[config.mk]
export PLATFORM = sky130hd
export DESIGN_NAME = gate_op_arbiter
export DESIGN_NICKNAME = d
export VERILOG_FILES = /design/src/rtl/gate_pkg.sv /design/src/rtl/gate_logic_unit.sv /design/src/rtl/gate_op_arbiter.sv
export SDC_FILE = /design/constraint.sdc
export NUM_CORES = 1
export LEC_CHECK = 0
export ABC_AREA = 1
export CAP_MARGIN = 10
export CORE_MARGIN = 2
export CORE_UTILIZATION = 45
export DETAILED_ROUTE_END_ITERATION = 10
export PLACE_DENSITY = 0.84
export SLEW_MARGIN = 20
export SYNTH_ARGS = -nofsm -noshare
export SYNTH_HDL_FRONTEND = slang
export SYNTH_HIERARCHICAL = 1
export SYNTH_SLANG_ARGS = --single-unit
[constraint.sdc]
create_clock -name clk -period 1.8 [get_ports clk]
set_clock_uncertainty 0.1 [all_clocks]
set_input_delay 0.45 -clock clk [delete_from_list [all_inputs] [get_ports clk]]
set_output_delay 0.45 -clock clk [all_outputs]
set_load 0.02 [all_outputs]
[src/rtl/gate_pkg.sv]
// Shared opcode map and result-tag types for the gate arbiter and its logic unit.
package gate_pkg;

  localparam int unsigned OP_W = 3;

  localparam logic [OP_W-1:0] OP_AND     = 3'd0;
  localparam logic [OP_W-1:0] OP_OR      = 3'd1;
  localparam logic [OP_W-1:0] OP_NOR     = 3'd2;
  localparam logic [OP_W-1:0] OP_NOT     = 3'd3;
  localparam logic [OP_W-1:0] OP_NAND    = 3'd4;
  localparam logic [OP_W-1:0] OP_XOR     = 3'd5;
  localparam logic [OP_W-1:0] OP_XNOR    = 3'd6;
  localparam logic [OP_W-1:0] OP_ILLEGAL = 3'd7;

  // Sideband carried alongside each registered result.
  typedef struct packed {
    logic id;
    logic err;
  } res_tag_t;

endpackage

[src/rtl/gate_logic_unit.sv]
// Purely combinational W-bit bitwise logic unit shared by both requesters.
module gate_logic_unit
  import gate_pkg::*;
#(
  parameter int unsigned W = 8
) (
  input  logic [OP_W-1:0] op,
  input  logic [W-1:0]    a,
  input  logic [W-1:0]    b,
  output logic [W-1:0]    y,
  output logic            err
);

  always_comb begin
    y   = '0;
    err = 1'b0;
    case (op)
      OP_AND:  y = a & b;
      OP_OR:   y = a | b;
      OP_NOR:  y = ~(a | b);
      OP_NOT:  y = ~a;
      OP_NAND: y = ~(a & b);
      OP_XOR:  y = a ^ b;
      OP_XNOR: y = ~(a ^ b);
      default: err = 1'b1;
    endcase
  end

endmodule

[src/rtl/gate_op_arbiter.sv]
// Round-robin arbiter feeding one shared logic unit, with a single registered
// result stage and per-requester delivered-result counters.
module gate_op_arbiter
  import gate_pkg::*;
#(
  parameter int unsigned W     = 8,
  parameter int unsigned CNT_W = 16
) (
  input  logic             clk,
  input  logic             rst_n,
  input  logic             req0_valid,
  output logic             req0_ready,
  input  logic [OP_W-1:0]  req0_op,
  input  logic [W-1:0]     req0_a,
  input  logic [W-1:0]     req0_b,
  input  logic             req1_valid,
  output logic             req1_ready,
  input  logic [OP_W-1:0]  req1_op,
  input  logic [W-1:0]     req1_a,
  input  logic [W-1:0]     req1_b,
  output logic             res_valid,
  input  logic             res_ready,
  output logic [W-1:0]     res_data,
  output logic             res_id,
  output logic             res_err,
  output logic [CNT_W-1:0] done_cnt0,
  output logic [CNT_W-1:0] done_cnt1
);

  logic            rr;
  logic            accept_en_c;
  logic            grant0_c;
  logic            grant1_c;
  logic            handshake_c;
  logic            consume_c;
  logic [OP_W-1:0] sel_op_c;
  logic [W-1:0]    sel_a_c;
  logic [W-1:0]    sel_b_c;
  logic [W-1:0]    lu_y_c;
  logic            lu_err_c;
  res_tag_t        tag_q;

  // Output stage can take a new result when empty or being drained this cycle.
  assign accept_en_c = !res_valid || res_ready;
  assign consume_c   = res_valid && res_ready;

  always_comb begin
    grant0_c = 1'b0;
    grant1_c = 1'b0;
    if (accept_en_c) begin
      if (req0_valid && req1_valid) begin
        grant0_c = !rr;
        grant1_c = rr;
      end else begin
        grant0_c = req0_valid;
        grant1_c = req1_valid;
      end
    end
  end

  assign req0_ready  = grant0_c;
  assign req1_ready  = grant1_c;
  assign handshake_c = grant0_c || grant1_c;

  // Operand mux in front of the single shared datapath.
  always_comb begin
    sel_op_c = req0_op;
    sel_a_c  = req0_a;
    sel_b_c  = req0_b;
    if (grant1_c) begin
      sel_op_c = req1_op;
      sel_a_c  = req1_a;
      sel_b_c  = req1_b;
    end
  end

  gate_logic_unit #(.W(W)) u_lu (
    .op  (sel_op_c),
    .a   (sel_a_c),
    .b   (sel_b_c),
    .y   (lu_y_c),
    .err (lu_err_c)
  );

  // Result register; a new grant overwrites a result consumed on the same edge.
  always_ff @(posedge clk or negedge rst_n) begin
    if (!rst_n) begin
      res_valid <= 1'b0;
      res_data  <= '0;
      tag_q     <= '0;
      rr        <= 1'b0;
    end else if (handshake_c) begin
      res_valid <= 1'b1;
      res_data  <= lu_y_c;
      tag_q.id  <= grant1_c;
      tag_q.err <= lu_err_c;
      rr        <= grant0_c;
    end else if (consume_c) begin
      res_valid <= 1'b0;
    end
  end

  assign res_id  = tag_q.id;
  assign res_err = tag_q.err;

  always_ff @(posedge clk or negedge rst_n) begin
    if (!rst_n) begin
      done_cnt0 <= '0;
      done_cnt1 <= '0;
    end else if (consume_c) begin
      if (tag_q.id) done_cnt1 <= done_cnt1 + CNT_W'(1);
      else          done_cnt0 <= done_cnt0 + CNT_W'(1);
    end
  end

endmodule

==> results of run 1 <==
==> worst paths after layout <==
path                             start             to  slack, ps  cells after the start
max                          res_valid    res_data[7]       -380                     16
min                              rst_n  done_cnt0[12]         10                      2
max reg2reg                  res_valid    res_data[7]       -380                     16
min reg2reg                res_data[2]    res_data[2]        380                      2
max in group asynchronous        rst_n      res_valid       1340                      2
min in group clk           res_data[2]    res_data[2]        380                      2
==> cell usage in the layout (no fill, tap or decap), drive strengths merged <==
master,netlist,final
xnor2,9,9
clkdlybuf4s50,0,38
inv,65,65
a211oi,1,1
ha,18,18
dfrtp,44,44
and2,1,1
buf,15,58
dlygate4sd2,0,46
nand4,26,26
o211ai,1,1
clkbuf,0,7
nand2,200,200
xor2,9,9
o21ai,5,5
nor2,59,59
nand3b,6,6
a21oi,1,1
nand3,31,31
nor3,3,3
o21bai,1,1
==> per-stage QoR <==
step | total power, uW | setup WS, ps | util | instance area [um2] | std cells
after floorplan | 2220 | -241 | - | 3370 | 495
after global placement | 2920 | -861 | 0.633 | 4590 | 706
after detailed placement | 2980 | -920 | 0.633 | 4590 | 706
after CTS | 3640 | -332 | 0.670 | 4860 | 726
after global routing | 3970 | -492 | 0.690 | 5010 | 728
final | 3720 | -382 | 0.690 | 5010 | 728
==> repair_timing <==
item                       in CTS  in global routing
buffers inserted               10                  2
hold buffers                    0                  0
gates cloned                    3                  0
pin swaps                      13                 12
resized for setup              86                 37
setup endpoints to repair      54                 11
==> per-layer routing <==
metal | GRT usage | vias up | wire (um)
met4 | 0.0833 | 0 | 165
met3 | 0.0376 | 17 | 466
li1 | - | 1807 | -
met5 | 0 | - | 0
met1 | 0.239 | 1630 | 3570
met2 | 0.423 | 139 | 4750
==> state kept, by name, summed over array words and instances, names as in the netlist <==
register and flops:
done_cnt0 16, res_data 8, done_cnt1 16, res_id 1
res_err 1, res_valid 1, rr 1
==> cell type report <==
cell class | instances | area, um2
fillers | 574 | 2250
well taps | 99 | 124
flip-flops and latches | 44 | 1100
inverters | 65 | 251
multi-input cells | 371 | 2090
repair buffers | 142 | 1340
clock buffers | 7 | 96.3
==> logic make-up after synthesis <==
logic type,count (synthesis)
flip-flops,44
adder cells (fa/ha/maj),18
AND/OR/NAND/NOR,326
AO/OA/AOI/OAI,9
buffers and inverters,80
XOR/XNOR,18
==> power breakdown <==
| group | switching, uW | internal (uW) |
|---|---|---|
| Combinational | 959 | 770 |
| Clock | 320 | 342 |
| Sequential | 173 | 1160 |
| Total | 1450 | 2270 |
==> metrics.txt, run 1 <==
FP Rows 31; Max Freq 458 MHz; main combinational cell family by area after synthesis simple AND/OR/NAND/NOR gates; crit path capture type flop; Mapped Nets 556; final period utilization 1.21; DR vias/cell 4.94; CTS Buf Count 5; final wirelength 8950 um; cell family with most CP delay simple AND/OR/NAND/NOR gates; Setup WS post-layout -382 ps; PD cells 743 nW/um2; number of flops mapped to enable cells by yosys 0; Ports between 80 and 90; Die Y approximately 90 um; top-count cell post-synth nand2_1; Hold WS between 10 and 15 ps; Yosys reg bits 44; residual DRC count 0; Yosys Warn Count 6; relative slew slack 0.757; Initial Utilization 0.462; Synth top cells by count nand2_1, inv_1, nor2_1; Avg Cell Area, Syn 6.77 um2; WL/cell 12.3 um; max-slew violations 0; CP max stage cell dfrtp_2; Seq/Total Area, Yosys 0.328; total overflow reported by the global router 0; die area just over 8000 um2; Critical Path Start Type flop; hpwl dp about 6300 um; Main synth FF type dfrtp_1; Hold Crit Class in2async; nets@finish 690; crit-path max FO 10; CP most frequent cell nand2_1; fraction of layout cells with a size suffix above 1 0.224; FFs w/ async S/R, synth 1.00; number of port buffers just under 90; Critical Path Max Stage Delay roughly 410 ps; P&R area growth vs syn 49.3%; Static Leak approximately 0.0027 uW; Crit Path Class reg2reg; antenna fix cells 0; XOR/XNOR Fraction of Synth Area 0.0470; Vias ~3.6k; minimum clock period roughly 2200 ps; Die W approximately 90 um; Synth area leader dfrtp_1; TritonCTS sink count 44; CTS max path bufs 2; antenna violations before repair 0; Reg clk slew, reported paths roughly 80 ps; gpl congestion 0.832; CP bufs+invs 5; status finished, violations left; 1st-pass router iterations 5; Compound-Gate Fraction of Synth Area 0.0216; Mapped Area about 3400 um2; Final setup viols 10; RSZ-0062 raised after global routing yes; arrival time at the worst endpoint around 2300 ps; Core ar. approximately 7300 um2; vias in the first global route around 3.5k; Yosys cell types 28; Worst Path Required between 1500 and 2000 ps; root buf cell clkbuf_8; Synth Area in Adders 0.0672; Setup TNS -2780 ps; Hold Vio Cnt, Final 0; post-route ant nets 0; Gate Count Post-Synth between 400 and 500; largest net degree at the start of global routing between 40 and 50; mux cell area share after synthesis 0; number of max-cap violations 0; Worst VDD drop 0.000297 V; CTS H-tree depth 2; First DRT Iteration DRCs approximately 120; top cell type's share of synthesized area 0.328; Worst-Margin Slew 361 ps; Post-Synth Simple-Gate Area 0.434; CTS tree done; Area contributors post-synth dfrtp_1, nand2_1, ha_1; Total GRT Usage 0.220; first-pass GRT wire length roughly 15000 um; worst-skew pair later-pin latency roughly 300 ps; Critical Path, Cell by Cell inv_2 -> nor2_4 -> a211oi_4 -> buf_6 -> buf_12 -> nand2_1 -> nand2_1 -> inv_2 -> ha_4 -> inv_1 -> nand4_1 -> nand2_1 -> nor2_1 -> nand2_1 -> nand2_1 -> nand2_1; failing checks negative setup slack
(Power assumes the default switching activity.)
==> run 2, diff against run 1 <==
CORE_UTILIZATION = 44   (was 45)
PLACE_DENSITY = 0.83   (was 0.84)
SYNTH_HIERARCHICAL = unset   (was 1)
==> run 2 against run 1 <==
The flow still finishes with violations (negative setup slack). Largest power group unchanged. Critical path depth fell by 2. Cell count fell by 7.4%. Sequential share of layout area fell by 1.3 points. Final area rose by 6.4%. Core utilization rose by 8.6 points. Non-clock buffer count rose by 16. Sequential power rose by 9%. Worst hold slack improved by 360 ps. Routed wire length rose by 40%. Combinational power rose by 61%.
==> metrics.txt, run 2 <==
Total GRT Usage 0.289; Area contributors post-synth dfrtp_1, nand2_1, inv_1; CP Launch Point req0_valid; most frequent cells in the layout nand2_1, inv_1, buf_4; fraction of layout cells with a size suffix above 1 0.291; Final setup viols 11; Worst Path Required 1940 ps; Synth area leader dfrtp_1; Sw Share 0.444; minimum clock period about 2200 ps; total power 4900 uW; Yosys reg bits 44; P&R area growth vs syn 68.9%; die area about 7900 um2; Avg Cell Area, Syn about 7.4 um2; crit-path max FO 7; failing checks negative setup slack; Critical Path Start Type primary input; clock network power share 0.137; top cell type's share of synthesized area 0.349; Worst Reg-to-Reg Cells 14; number of flops mapped to enable cells by yosys 0; Critical Path Max Stage Delay between 200 and 300 ps; Largest regs done_cnt0 x16, done_cnt1 x16, res_data x8; FP Rows 30; switching pwr between 2000 and 2500 uW; PD cells approximately 920 nW/um2; Max Freq about 450 MHz; RR Startpoint rr; RSZ-0062 raised after global routing yes; number of port buffers between 80 and 90; final wirelength between 10000 and 15000 um; Initial Utilization 0.459; Yosys cell types 28; Mapped Nets roughly 500; total overflow reported by the global router 0; CTS Buf Count 5; arrival time at the worst endpoint approximately 2400 ps; Worst VDD drop between 0.0005 and 0.0006 V; Vias roughly 3.8k; Core ar. approximately 6900 um2; Static Leak ~0.0028 uW; Mapped Area between 3000 and 4000 um2; relative slew slack 0.753; 1st-pass router iterations 5; DP Area roughly 4400 um2; filler cell count 417; CTS max path bufs 2; hold path depth 1; Seq/Total Area, Yosys 0.349; Main synth FF type dfrtp_1; dpl ws -815 ps; Final Instance Area around 5300 um2; CTS H-tree depth 2; Hold Crit Class reg2reg; max-slew violations 0; Logic pwr share 0.567; worst-skew pair later-pin latency 310 ps; First DRT Iteration DRCs 382; crit path capture type flop; Synth top cells by count nand2_1, inv_1, dfrtp_1; DR vias/cell between 5 and 6; CTS tree done; root buf cell clkbuf_8; Hold WS approximately 370 ps; Die Y 88.7 um; vias in the first global route 3866; hold endpoint done_cnt1[15]; antenna violations before repair 0; number of max-cap violations 0; Reg clk slew, reported paths ~90 ps; TritonCTS sink count 44; CP max stage cell o21ai_4; antenna fix cells 0; final period utilization 1.24; Critical Path, Cell by Cell clkdlybuf4s15_1 -> nand2_4 -> nand3_4 -> buf_12 -> buf_12 -> buf_8 -> o21ai_4 -> buf_6 -> nand4_1 -> nand2_1 -> nor2_1 -> nand2_1 -> nand2_2 -> nand2_1; nets@finish about 640; reg2reg end res_data[2]; final cell count without fillers 674; cell family with most CP delay buffers and inverters; status finished, violations left; gpl congestion 0.860; Die W between 80 and 90 um; WL/cell 18.6 um; residual DRC count 0; largest net degree at the start of global routing 31; Crit Path Class in2reg; Pint 2720 uW; Yosys Warn Count 0; CP bufs+invs 5; min-delay src done_cnt1[15]; commonest non-fill, non-tap cell in the layout nand2_1; hpwl dp around 6300 um; first-pass GRT wire length 17600 um; CP most frequent cell nand2_1; share of power burned in registers 0.296; Hold Vio Cnt, Final 0; R2R Setup Slk -420 ps; Worst-Margin Slew ~370 ps; Setup WS post-layout -426 ps; placed insts 638; Ports 88; post-route ant nets 0; top-count cell post-synth nand2_1; FFs w/ async S/R, synth 1.00; Gate Count Post-Synth about 430
## run 2: cell count changes in the layout (fill, tap and decap cells not counted), sizes merged, moves of 3 or more
| cell | change |
|---|---|
| nand3b | -6 |
| nand4 | +14 |
| nand2 | -84 |
| nand3 | -8 |
| nor3 | +3 |
| xor2 | +14 |
| buf | +14 |
| inv | +6 |
| nor2 | -17 |
| o21a | +7 |
| o21ai | +6 |
## run 2: final cells by class
type | count | area (um2) | area share
Multi-Input combinational cell | 296 | 2110 | 0.396
Timing Repair Buffer | 158 | 1630 | 0.306
Sequential cell | 44 | 1100 | 0.207
Inverter | 72 | 270 | 0.0507
Tap cell | 96 | 120 | 0.0225
Clock buffer | 6 | 82.6 | 0.0155
Clock inverter | 2 | 15.0 | 0.00282
## run 2: how the worst max path moves through the flow
stage | to | slack [ps] | cells past startpoint
after floorplan | res_data[3] | -270 | 15
after global placement | res_data[6] | -760 | 14
after detailed placement | res_data[2] | -820 | 15
after CTS | res_data[2] | -220 | 14
after global routing | res_data[3] | -580 | 15
final | res_data[2] | -430 | 14
## run 2: per-stage QoR
stage                     utilization  setup TNS, ps
after floorplan                     -          -1990
after global placement          0.642         -15720
after detailed placement        0.642         -16770
after CTS                       0.731          -1820
after global routing            0.776          -4260
final                           0.776          -3060
## run 2: per-layer routing
metal	vias to the layer above	track usage	routed length, um
met5	-	0	0
met2	295	0.508	6040
met1	1762	0.313	4230
li1	1653	-	-
met4	0	0.171	1010
met3	120	0.0718	1280
## run 2: cells by family (layout without fill, tap and decap cells)
| logic type | Yosys count | in the layout | share of synthesized area |
|---|---|---|---|
| AND/OR/NAND/NOR | 227 | 227 | 0.334 |
| buffers and inverters | 85 | 238 | 0.117 |
| flip-flops | 44 | 44 | 0.349 |
| XOR/XNOR | 30 | 30 | 0.0833 |
| AO/OA/AOI/OAI | 20 | 20 | 0.0416 |
| adder cells (fa/ha/maj) | 18 | 18 | 0.0714 |
| multiplexers | 1 | 1 | 0.00357 |
## run 2: power by group through the flow
stage	clock (uW)	combinational, uW	sequential [uW]
finish	672	2780	1450
global route	728	2930	1470
CTS	675	2380	1430
detailed placement	0	2120	1460
global placement	0	2050	1440
floorplan	0	863	1710
## run 2: repair_timing
item                                   CTS  global route
setup endpoints to repair               69            21
hold buffers                             1             0
pin swaps                               31            41
endpoints found under the hold margin   14             0
cloned                                  10             1
setup buffers                           13            10
gates resized for setup                122            69
==> patch: new RTL, config.mk and constraints of run 1 <==
Change the parameter `CNT_W` from 16 to 18.
--- a/src/rtl/gate_op_arbiter.sv
+++ b/src/rtl/gate_op_arbiter.sv
@@ -6,3 +6,3 @@
   parameter int unsigned W     = 8,
-  parameter int unsigned CNT_W = 16
+  parameter int unsigned CNT_W = 18
 ) (
Interface: changed (resized done_cnt0 and done_cnt1); port bits go from 88 to 92. The function was not compared with the original's and may differ.
==> patch against run 1 <==
The run still ends with setup timing left. First-iteration DRC count is 69% higher. Synthesized cell count is 1.2% higher. Sequential cell count is 4 higher. Cell count is 3.3% higher. Clock power is 20% higher. Setup slack worse by 0.023 ns. Routed wire length is 16% higher. Cell area is 8.9% higher. Maximum frequency is 1.0% lower. Power is 8.2% higher. Synthesized area is 5.0% higher. Critical path type unchanged. Largest cell class unchanged. Highest routed layer unchanged.
==> patch: results (changes against run 1) <==
Top_reg_cell synth -> dfrtp_1 (unchanged)
TritonCTS clock tree -> yes (unchanged)
CTS max path bufs -> 2 (unchanged)
First-pass GRT wire length -> 16.5 mm (was 15.2 mm)
Fin Hold WS -> 0.0131 ns (was 0.0105 ns)
Largest regs -> done_cnt0 (18), done_cnt1 (18), res_data (8) (was done_cnt0 (16), done_cnt1 (16), res_data (8))
Initial DRT Pass Iterations -> 5 (unchanged)
Largest net degree at the start of global routing -> 49 (was 45)
Fill cell count -> 571 (was 574)
Max-slew headroom -> 0.723 (was 0.757)
GRT Total Usage -> 0.236 (was 0.220)
Clk pin slew, worst setup/hold paths -> 0.10 ns (was 0.08 ns)
Vias in the first global route -> 3687 (was 3548)
HP Class -> input pin to asynchronous set/reset pin (unchanged)
Total CTS buffers -> 5 (unchanged)
Post-synth ARST share -> 1.00 (unchanged)
Register area share after synthesis -> 0.341 (was 0.328)
Count of input and output buffers -> 91 (was 87)
Worst reg2reg path depth -> 17 (was 16)
Worst Setup EP -> res_data[7]$_DFFE_PN0P_ (unchanged)
Critical path class -> register to register (unchanged)
Top cells by count, synth -> 192 x nand2_1, 59 x inv_1, 48 x dfrtp_1, 48 x nor2_1, 30 x nand4_1 (was 196 x nand2_1, 60 x inv_1, 47 x nor2_1, 44 x dfrtp_1, 28 x nand3_1)
CP arrival -> 2.30 ns (was 2.27 ns)
Routed via count -> 3867 (was 3593)
DP Wirelength -> 6.84 mm (was 6.33 mm)
Pleak -> 2.92 nW (was 2.66 nW)
Setup TNS Final -> -3.07 ns (was -2.78 ns)
Setup Viol. Count Final -> 10 (unchanged)
RR Startpoint -> res_valid$_DFFE_PN0P_ (unchanged)
Synth cell types -> 26 (was 28)
Clock Latency Late Sink -> 0.30 ns (about the same)
Antenna Cells -> 0 (unchanged)
Setup ws final -> -0.405 ns (was -0.382 ns)
Peak supply drop -> 0.312 mV (was 0.297 mV)
DR iter-0 viols -> 201 (was 119)
Synth warnings -> 6 (unchanged)
Routability cong. -> 0.933 (was 0.832)
CP Max Fanout -> 7 (was 10)
Htree depth -> 2 (unchanged)
Run status -> finished with violations (unchanged)
Synth Net Count -> 562 (was 556)
Top area cells in the synthesized netlist -> dfrtp_1 34%, nand2_1 20%, ha_1 6.4%, inv_1 6.3%, nand4_1 5.3% (was dfrtp_1 33%, nand2_1 22%, ha_1 6.7%, inv_1 6.7%, nor2_1 5.3%)
Initial antenna violation count -> 0 (unchanged)
DRT Wirelength -> 10.4 mm (was 8.95 mm)
Root Driver -> clkbuf_8 (unchanged)
Layout cell share with drive strength beyond 1 -> 0.282 (was 0.224)
Failing checks -> setup timing (unchanged)
Nets -> 710 (was 690)
[patch: cell count changes after synthesis, sizes merged]
cell    change
a211oi      -1
and2        +1
dfrtp       +4
inv         -3
nand2       -1
nand3       -6
nand3b      +3
nand4       +4
nor3        +3
o21ai       -2
o21bai      -1
xnor2       +4
xor2        +1
[patch: where the power goes]
part / total [mW] / switching, mW / internal [mW]
clock: 0.793 / 0.374 / 0.419
combinational: 1.83 / 1.02 / 0.809
sequential: 1.41 / 0.161 / 1.24
total: 4.02 / 1.55 / 2.47
[patch: cell families after synthesis]
logic type,share of synthesized area
buffers and inverters,0.0909
adder cells (fa/ha/maj),0.0639
XOR/XNOR,0.0615
AO/OA/AOI/OAI,0.00781
AND/OR/NAND/NOR,0.435
flip-flops,0.341
[patch: cell type report]
cell class | count | share of cell area
Clock buffer | 5 | 0.0126
Clock inverter | 3 | 0.00872
Inverter | 62 | 0.0470
Multi-Input combinational cell | 376 | 0.425
Sequential cell | 48 | 0.220
Tap cell | 102 | 0.0234
Timing Repair Buffer | 155 | 0.262
Timing Repair inverter | 1 | 0.00115
[patch: repair_timing]
item	CTS	global route
pin swaps	32	34
setup buffers	12	3
resized for setup	127	52
hold buffers	0	0
setup endpoints to repair	58	12
gates cloned	3	0
[patch: metal layers]
metal / track usage / part of all wire / vias to the layer above
li1: - / - / 1857
met1: 0.263 / 0.37 / 1768
met2: 0.453 / 0.54 / 209
met3: 0.0350 / 0.070 / 33
met4: 0.0833 / 0.022 / 0
met5: 0 / 0 / -
[patch: worst max-delay path, stage by stage (launching register included)]
cell	delay, ns
dfrtp_2	0.42
inv_2	0.05
nor2_1	0.03
inv_1	0.09
and2_4	0.21
buf_12	0.14
clkinv_8	0.07
buf_12	0.15
nand2_2	0.06
nand2_2	0.07
inv_2	0.07
ha_4	0.19
nand4_1	0.10
nand2_1	0.07
nor2_1	0.12
nand2_1	0.07
nand2_1	0.06
nand2_1	0.05
[patch: metrics by stage]
step	utilization	total power, mW	instances	area, um^2	worst slack, ns
final	0.713	4.02	752	5450	-0.405
after CTS	0.691	3.92	750	5290	-0.355
after global placement	0.635	2.99	727	4860	-0.833
after floorplan	-	2.28	501	3550	-0.186
after global routing	0.713	4.28	752	5450	-0.497
after detailed placement	0.635	3.05	727	4860	-0.915
